`src/rtl/dma_rd_arbiter.sv`:
```
// Two-port round-robin front end that shares a single axi_dma_rd engine between
// the weight loader (port 0) and the activation loader (port 1).

module dma_rd_arb_port #(
  parameter int AW = 32,
  parameter int DW = 32,
  parameter int BT = 18
) (
  input  logic          clk,
  input  logic          rst,
  input  logic          start,
  input  logic [BT-1:0] num_trans,
  input  logic [AW-1:0] start_addr,
  input  logic          owned,
  input  logic          done,
  input  logic [DW-1:0] dma_data,
  input  logic          dma_vld,
  input  logic [BT-1:0] dma_cnt,
  output logic          pending,
  output logic          err,
  output logic [BT-1:0] req_num,
  output logic [AW-1:0] req_addr,
  output logic [DW-1:0] data_o,
  output logic          data_vld_o,
  output logic [BT-1:0] data_cnt_o
);
  // A start that lands on this port's done cycle refills the slot being freed.
  always_ff @(posedge clk) begin
    if (rst) begin
      pending  <= 1'b0;
      err      <= 1'b0;
      req_num  <= '0;
      req_addr <= '0;
    end else begin
      err <= start & pending & ~done;
      if (start && (!pending || done)) begin
        pending  <= 1'b1;
        req_num  <= num_trans;
        req_addr <= start_addr;
      end else if (done) begin
        pending <= 1'b0;
      end
    end
  end

  assign data_o     = dma_data;
  assign data_vld_o = dma_vld & owned;
  assign data_cnt_o = owned ? dma_cnt : '0;
endmodule

module dma_rd_arbiter #(
  parameter int AXI_WIDTH_AD = 32,
  parameter int AXI_WIDTH_DA = 32,
  parameter int BITS_TRANS   = 18
) (
  input  logic                    clk,
  input  logic                    rst,
  input  logic                    rq0_start,
  input  logic [BITS_TRANS-1:0]   rq0_num_trans,
  input  logic [AXI_WIDTH_AD-1:0] rq0_start_addr,
  output logic                    rq0_pending,
  output logic                    rq0_err,
  output logic [AXI_WIDTH_DA-1:0] rq0_data_o,
  output logic                    rq0_data_vld_o,
  output logic [BITS_TRANS-1:0]   rq0_data_cnt_o,
  output logic                    rq0_done_o,
  input  logic                    rq1_start,
  input  logic [BITS_TRANS-1:0]   rq1_num_trans,
  input  logic [AXI_WIDTH_AD-1:0] rq1_start_addr,
  output logic                    rq1_pending,
  output logic                    rq1_err,
  output logic [AXI_WIDTH_DA-1:0] rq1_data_o,
  output logic                    rq1_data_vld_o,
  output logic [BITS_TRANS-1:0]   rq1_data_cnt_o,
  output logic                    rq1_done_o,
  output logic                    dma_start,
  output logic [BITS_TRANS-1:0]   dma_num_trans,
  output logic [AXI_WIDTH_AD-1:0] dma_start_addr,
  input  logic [AXI_WIDTH_DA-1:0] dma_data_i,
  input  logic                    dma_data_vld_i,
  input  logic [BITS_TRANS-1:0]   dma_data_cnt_i,
  input  logic                    dma_done_i
);
  typedef enum logic [1:0] {IDLE, ISSUE, BUSY, ZERO} state_t;

  state_t state, state_nxt;
  logic   owner, last_grant, pick, pick_own;

  logic [1:0]                       start, pending, err, owned, done, vld_o;
  logic [1:0][BITS_TRANS-1:0]       num_in, req_num, cnt_o;
  logic [1:0][AXI_WIDTH_AD-1:0]     addr_in, req_addr;
  logic [1:0][AXI_WIDTH_DA-1:0]     data_o;

  assign start   = {rq1_start, rq0_start};
  assign num_in  = {rq1_num_trans, rq0_num_trans};
  assign addr_in = {rq1_start_addr, rq0_start_addr};

  for (genvar n = 0; n < 2; n++) begin : g_port
    dma_rd_arb_port #(.AW(AXI_WIDTH_AD), .DW(AXI_WIDTH_DA), .BT(BITS_TRANS)) u_port (
      .clk        (clk),
      .rst        (rst),
      .start      (start[n]),
      .num_trans  (num_in[n]),
      .start_addr (addr_in[n]),
      .owned      (owned[n]),
      .done       (done[n]),
      .dma_data   (dma_data_i),
      .dma_vld    (dma_data_vld_i),
      .dma_cnt    (dma_data_cnt_i),
      .pending    (pending[n]),
      .err        (err[n]),
      .req_num    (req_num[n]),
      .req_addr   (req_addr[n]),
      .data_o     (data_o[n]),
      .data_vld_o (vld_o[n]),
      .data_cnt_o (cnt_o[n])
    );
  end

  always_comb begin
    state_nxt = state;
    pick      = 1'b0;
    if (&pending)        pick_own = ~last_grant;
    else if (pending[0]) pick_own = 1'b0;
    else                 pick_own = 1'b1;
    case (state)
      IDLE:  if (|pending) begin
               pick      = 1'b1;
               state_nxt = (req_num[pick_own] == '0) ? ZERO : ISSUE;
             end
      ISSUE: state_nxt = BUSY;
      BUSY:  if (dma_done_i) state_nxt = IDLE;
      ZERO:  state_nxt = IDLE;
      default: state_nxt = IDLE;
    endcase
    // Zero-length requests complete from ZERO without touching the DMA.
    for (int n = 0; n < 2; n++) begin
      owned[n] = (state == BUSY) && (owner == 1'(n));
      done[n]  = (owner == 1'(n)) && ((state == BUSY && dma_done_i) || state == ZERO);
    end
  end

  always_ff @(posedge clk) begin
    if (rst) begin
      state          <= IDLE;
      owner          <= 1'b0;
      last_grant     <= 1'b1;
      dma_num_trans  <= '0;
      dma_start_addr <= '0;
    end else begin
      state <= state_nxt;
      if (pick) begin
        owner          <= pick_own;
        last_grant     <= pick_own;
        dma_num_trans  <= req_num[pick_own];
        dma_start_addr <= req_addr[pick_own];
      end
    end
  end

  assign dma_start = (state == ISSUE);

  assign rq0_pending    = pending[0];
  assign rq1_pending    = pending[1];
  assign rq0_err        = err[0];
  assign rq1_err        = err[1];
  assign rq0_data_o     = data_o[0];
  assign rq1_data_o     = data_o[1];
  assign rq0_data_vld_o = vld_o[0];
  assign rq1_data_vld_o = vld_o[1];
  assign rq0_data_cnt_o = cnt_o[0];
  assign rq1_data_cnt_o = cnt_o[1];
  assign rq0_done_o     = done[0];
  assign rq1_done_o     = done[1];
endmodule

```
`config.mk`:
```
export PLATFORM = sky130hd
export DESIGN_NAME = dma_rd_arbiter
export DESIGN_NICKNAME = d
export VERILOG_FILES = /design/src/rtl/dma_rd_arbiter.sv
export SDC_FILE = /design/constraint.sdc
export NUM_CORES = 1
export LEC_CHECK = 0
export ABC_AREA = 1
export CORE_MARGIN = 2
export CORE_UTILIZATION = 48
export DETAILED_ROUTE_END_ITERATION = 8
export HOLD_SLACK_MARGIN = 0.02
export PLACE_DENSITY = 0.87
export SETUP_SLACK_MARGIN = 0.3
export SLEW_MARGIN = 20
export SYNTH_ARGS = -nofsm -noshare
export SYNTH_HDL_FRONTEND = slang
export SYNTH_HIERARCHICAL = 1
export SYNTH_SLANG_ARGS = --single-unit
```
`constraint.sdc`:
```
create_clock -name clk -period 3.8 [get_ports clk]
set_clock_uncertainty 0.15 [all_clocks]
set_input_delay 0.76 -clock clk [delete_from_list [all_inputs] [get_ports clk]]
set_output_delay 0.76 -clock clk [all_outputs]
set_load 0.01 [all_outputs]
```
==> results.yml, run 1 <==
clocking:
  post_cts_buffers: 0
  clock_latency_ns: 0.42
  cts.sinks: 158
  cts_made_buffers: 17
  cts_buffer_depth: 2
  cts-root-buf: "clkbuf_16"
  cts_max_level: 4
  cts_repair_resize_count: 0
  path_clk_slew_ns: 0.06
  tritoncts: "built"
  cts_hold_buf: 0
hold_path:
  min_path_type: "flop to flop"
grt:
  grt_first_pass_wirelength_mm: 35.16
  grt_pass1_vias: 7123
  antenna_found_initial: 2
  grtUsageTotal_pct: 24.62
  overflow: 0
  grt_max_degree: 102
drt:
  ant_nets: 0
  avgRoutedWirePerCell_um: 14.24
  drc: 0
  wirelength_mm: 22.09
  firstDrtPassIters: 5
  viasPerCell: 5.044
  num_vias: 7824
  drt-initial-drc-count: 591
outcome:
  status: "completed"
setup_path:
  crit_end: "rq1_data_vld_o"
  critPathArrivalTime_ns: 2.07
  cp-end-kind: "output port"
  cp_max_fo: 19
  required_ns: 2.89
  crit_start: "owner"
  r2r-end: "state[1]"
  r2r-start: "g_port[0].u_port/pending"
  r2r_setup_slack_ns: 0.85
  cp-start-kind: "flop"
  path_class: "flop to output port"
  reg2reg_depth: 9
timing:
  whs_ns: 0.3131
  tightest_slew_ns: 1.045
  finalSetupViolCount: 0
  setup-tns-final_ns: 0
  grt_setup_unrepaired: "no"
  max_slew_margin_pct: 30.36
  fin_crit_ns: 2.976
  period_share_pct: 78.31
  fmax_mhz: 336.0
  finalMaxSlewViolations: 0
  hold_viol_final: 0
pwr:
  cellPowerDensity_nw_per_um2: 451.1
  p_leak_nw: 4.935
  vdd_drop_max_mv: 0.2963
yosys:
  async_reset_ff_share_pct: 0
  syn_area_um2: 8011
  netlist_top_cells_count: "215 x nand2_1, 215 x nor2_1, 166 x inv_1, 158 x dfxtp_1, 137 x a21oi_1"
  synthesis.nets: 1378
  synth_top_area_share_pct: 39.48
  synth-seq-cells: 158
  yosysSeqAreaShare_pct: 39.48
  synth_edf_count: 0
  syn_inst: 1222
  synth_flop_cell: "dfxtp_1"
  ys_warn_count: 6
  synthTopCellsByArea: "dfxtp_1 39%, nand2_1 10%, nor2_1 10%"
  yosys.area.top_type: "dfxtp_1"
  synth_cell_types: 19
  avgSynthCellArea_um2: 6.556
floorplan:
  rows: 47
  ios: 315
  initial_core_util_pct: 48.66
  die_h_um: 133.2
  die_width_um: 133.2
  dieArea_um2: 17740
  coreArea_um2: 16470
finish:
  drive_gt1_share_pct: 3.985
  area_growth_pct: 26.80
  fillCellCount: 1502
  nets: 1473
  utilization_pct: 61.69
flow_run:
  maxCapViolCount: 0
place:
  numPortBuffers: 218
  finalWeightedCongestion: 0.8766
  hpwl_mm: 14.36
-- state kept, by name (all words and copies together) (netlist names) --
| signal | count |
|---|---|
| g_port.u_port/err | 2 |
| dma_num_trans | 18 |
| owner | 1 |
| g_port.u_port/pending | 2 |
| state | 2 |
| g_port.u_port/req_addr | 64 |
| dma_start_addr | 32 |
| last_grant | 1 |
| g_port.u_port/req_num | 36 |
-- cell usage in the layout (no fill, tap or decap), drive strengths merged --
master           n
nand2          219
nor3             2
a21oi          137
diode            1
inv            175
nor2           216
bufinv           2
a211o            2
o21ai           53
clkinv           5
nand3          115
dfxtp          158
clkdlybuf4s50  215
buf             11
clkbuf          18
clkinvlp         2
-- through the flow --
step                instance area [um2]  std cells  setup slack (ns)  power (W)
floorplan                          8011       1222             1.799   0.002573
global placement                   9562       1518            0.8642   0.002872
detailed placement                 9562       1518            0.8435   0.002897
CTS                               10160       1550            0.7903   0.004602
global route                      10160       1551            0.5741   0.004805
finish                            10160       1551            0.8241   0.004582
-- logic make-up (layout without fill, tap and decap cells) --
| kind of cell | after synthesis | count (layout) | share of synthesized area, % |
|---|---|---|---|
| AOI/OAI and AO/OA | 192 | 192 | 12.14 |
| DFF | 158 | 158 | 39.48 |
| other | 0 | 1 | 0 |
| buffers and inverters | 320 | 428 | 20.35 |
| and+or+nand+nor | 552 | 552 | 28.03 |
-- critical path: stages (launching register included) --
cell	delay (ns)
dfxtp_1	0.41
inv_1	0.10
nor2_1	0.11
buf_4	0.24
nand2_1	0.17
inv_1	0.08
clkdlybuf4s50_1	0.53
-- metal layers --
metal | global-route usage, % | share of wire [%] | wire length [um]
met5 | 0 | 0.068 | 15
met3 | 5.403 | 6.8 | 1492
met4 | 9.515 | 2.3 | 510
met1 | 27.75 | 39 | 8613
met2 | 45.28 | 52 | 11450
-- where the power goes --
group	switching (W)	total (W)	internal, W
Combinational	0.000528	0.000966	0.000437
Clock	0.000719	0.00171	0.000995
Sequential	0.0000901	0.00190	0.00181
-- layout make-up --
cell class / instances / area [um2] / share of cell area (%)
antenna: 1 / 2.502 / 0.02463
clock buffer: 18 / 439.2 / 4.323
clock inverter: 14 / 155.1 / 1.527
inverter: 170 / 638.1 / 6.282
multi-input combinational: 744 / 3228 / 31.78
sequential: 158 / 3163 / 31.14
tap: 220 / 275.3 / 2.710
timing repair buffer: 226 / 2257 / 22.22
-- how the worst min path moves through the flow --
stage,endpoint,slack (ns),depth (start not counted),startpoint
after floorplan,last_grant,0.28,2,last_grant
after global placement,last_grant,0.29,2,last_grant
after detailed placement,dma_start_addr[22],0.30,2,dma_start_addr[22]
after CTS,dma_start_addr[22],0.32,2,dma_start_addr[22]
after global routing,dma_start_addr[8],0.34,2,dma_start_addr[8]
final,dma_start_addr[30],0.31,2,dma_start_addr[30]
Note: power is estimated with default switching activity, not from simulation.
==> inputs of run 2 (changes only) <==
Settings changed: CORE_UTILIZATION 48 to 40, PLACE_DENSITY 0.87 to 0.77.
Clock period 3.8 ns to 2.4 ns, I/O delays scaled along.
==> run 2 against run 1 <==
Flip-flop and latch count did not move. Count of clock-buffer cells in the layout did not move. Die area rose by 19%. Worst hold slack improved by 0.0016 ns. Critical path depth rose by 2. Setup slack got worse by 0.63 ns. Cell area rose by 6.8%. Global-route usage fell by 3.3 points. Power rose by 59%. Non-clock buffer count rose by 27. Register-to-register slack got worse by 0.32 ns. Largest power group unchanged. Sequential power rose by 59%.
==> results.yml, run 2 (synthesis gave the netlist of run 1 again) <==
pwr:
  cellPowerDensity_nw_per_um2: 672.8
  combPwrFrac_pct: 23.3
  p_sw_share_pct: 29.91
  power_w: 0.007300
  p_clk_share_pct: 35.4
  seq_power_share_pct: 41.3
  intPower_w: 0.005116
  p_leak_nw: 5.366
  p_switching_w: 0.002184
  vdd_drop_max_mv: 0.4825
place:
  hpwl_mm: 14.98
  finalWeightedCongestion: 0.8288
  dpl-instance-area_um2: 9816
  numPortBuffers: 218
  dp_cells: 1576
setup_path:
  r2r_setup_slack_ns: 0.53
  path_class: "flop to output port"
  r2r-end: "g_port[1].u_port/req_num[15]"
  r2r-start: "state[0]"
  cp-end-kind: "output port"
  critPathArrivalTime_ns: 1.58
  reg2reg_depth: 11
  cp-start-kind: "flop"
  required_ns: 1.77
  cp_max_fo: 4
grt:
  overflow: 0
  grt_max_degree: 102
  antenna_found_initial: 0
  grtUsageTotal_pct: 21.31
  grt_pass1_vias: 7315
  grt_first_pass_wirelength_mm: 36.52
drt:
  avgRoutedWirePerCell_um: 14.13
  drc: 0
  num_vias: 7723
  firstDrtPassIters: 5
  ant_nets: 0
  viasPerCell: 4.761
  wirelength_mm: 22.93
  drt-initial-drc-count: 531
finish:
  diodes: 0
  final_cells: 1622
  final_cell_mix: "211 x nor2_1, 178 x nand2_1, 173 x clkdlybuf4s50_1"
  largest_registers: "g_port.u_port/req_addr x64, g_port.u_port/req_num x36, dma_start_addr x32"
  stdcell_area_um2: 10850
  drive_gt1_share_pct: 14.52
  largest-register: "g_port.u_port/req_addr"
  largest_reg_flops: 64
  nets: 1500
  layout_commonest_cell: "nor2_1"
  utilization_pct: 55.38
  area_growth_pct: 35.42
clocking:
  cts_max_level: 4
  tritoncts: "built"
  cts_made_buffers: 17
  clock_latency_ns: 0.43
  cts.sinks: 158
  path_clk_slew_ns: 0.06
  cts_buffer_depth: 2
  cts-root-buf: "clkbuf_16"
timing:
  grt_setup_unrepaired: "yes"
  tightest_slew_ns: 0.9671
  setup-tns-final_ns: 0
  period_share_pct: 92.09
  max_slew_margin_pct: 35.43
  fmax_mhz: 452.4
  finalSetupViolCount: 0
  fin_crit_ns: 2.210
  hold_viol_final: 0
  finalMaxSlewViolations: 0
hold_path:
  min_path_cells: 2
  holdPathEnd: "dma_start_addr[11]"
  min_path_type: "flop to flop"
  min_from: "dma_start_addr[11]"
floorplan:
  coreArea_um2: 19590
  dieArea_um2: 21180
  rows: 51
  ios: 315
  die_h_um: 145.5
  die_width_um: 145.5
  initial_core_util_pct: 40.90
flow_run:
  maxCapViolCount: 0
outcome:
  status: "completed"
[run 2: changes by cell type in the layout (fill, tap and decap cells not counted), sizes merged]
cell | previous run | this run
clkbuf | 18 | 21
dlygate4sd2 | 0 | 1
inv | 175 | 176
clkdlybuf4s50 | 215 | 173
buf | 11 | 75
dlymetal6s2s | 0 | 1
diode | 1 | 0
bufinv | 2 | 1
[run 2: power groups by stage]
stage / Clock [W] / Sequential [W] / Combinational, W
5_1_grt: 0.00274 / 0.00304 / 0.00188
3_5_place_dp: 0 / 0.00307 / 0.00158
4_1_cts: 0.00262 / 0.00302 / 0.00163
6_report: 0.00258 / 0.00302 / 0.00170
3_3_place_gp: 0 / 0.00306 / 0.00156
2_1_floorplan: 0 / 0.00308 / 0.000998
[run 2: through the flow]
stage	worst slack, ns	hold slack [ns]
after floorplan	0.7275	0.2835
after global placement	-0.1587	0.2905
after detailed placement	-0.1346	0.3058
after CTS	0.1523	0.3157
after global routing	0.1193	0.3339
final	0.1898	0.3146
[run 2: worst max path at each step]
stage / startpoint / endpoint / slack (ns) / cells after the start
after floorplan: dma_done_i / g_port[1].u_port/req_addr[0] / 0.73 / 8
after global placement: dma_done_i / rq0_done_o / -0.16 / 5
after detailed placement: dma_done_i / rq0_done_o / -0.13 / 5
after CTS: state[0] / rq0_data_cnt_o[2] / 0.15 / 8
after global routing: state[0] / rq0_data_cnt_o[10] / 0.12 / 8
final: state[0] / rq0_data_cnt_o[10] / 0.19 / 8
[run 2: final cells by class]
class                      count  area, um2
clock inverter                14      130.1
fill                        1865       8741
sequential                   158       3179
inverter                     170      643.1
clock buffer                  18      429.2
timing repair buffer         253       2685
tap                          265      331.6
multi-input combinational    744       3451
[run 2: timing repair]
item                                    in CTS  in global routing
cloned                                       3                  3
endpoints found under the setup margin      43                 40
pin swaps                                    3                  4
hold buffers                                 0                  0
setup buffers                                5                  3
resized for setup                          192                114
[run 2: critical path, cell delays in order (launching register included)]
cell	delay (ns)
dfxtp_4	0.35
inv_4	0.06
nand2_4	0.06
nor2_4	0.20
buf_12	0.15
clkbuf_16	0.14
nand2_2	0.04
inv_1	0.05
buf_2	0.12
[run 2: routing by layer]
layer	wire length [um]	up-vias	track usage, %
met1	9418	3450	24.76
met4	789	0	10.25
li1	-	3957	-
met5	0	-	0
met2	11390	259	37.35
met3	1328	57	4.545
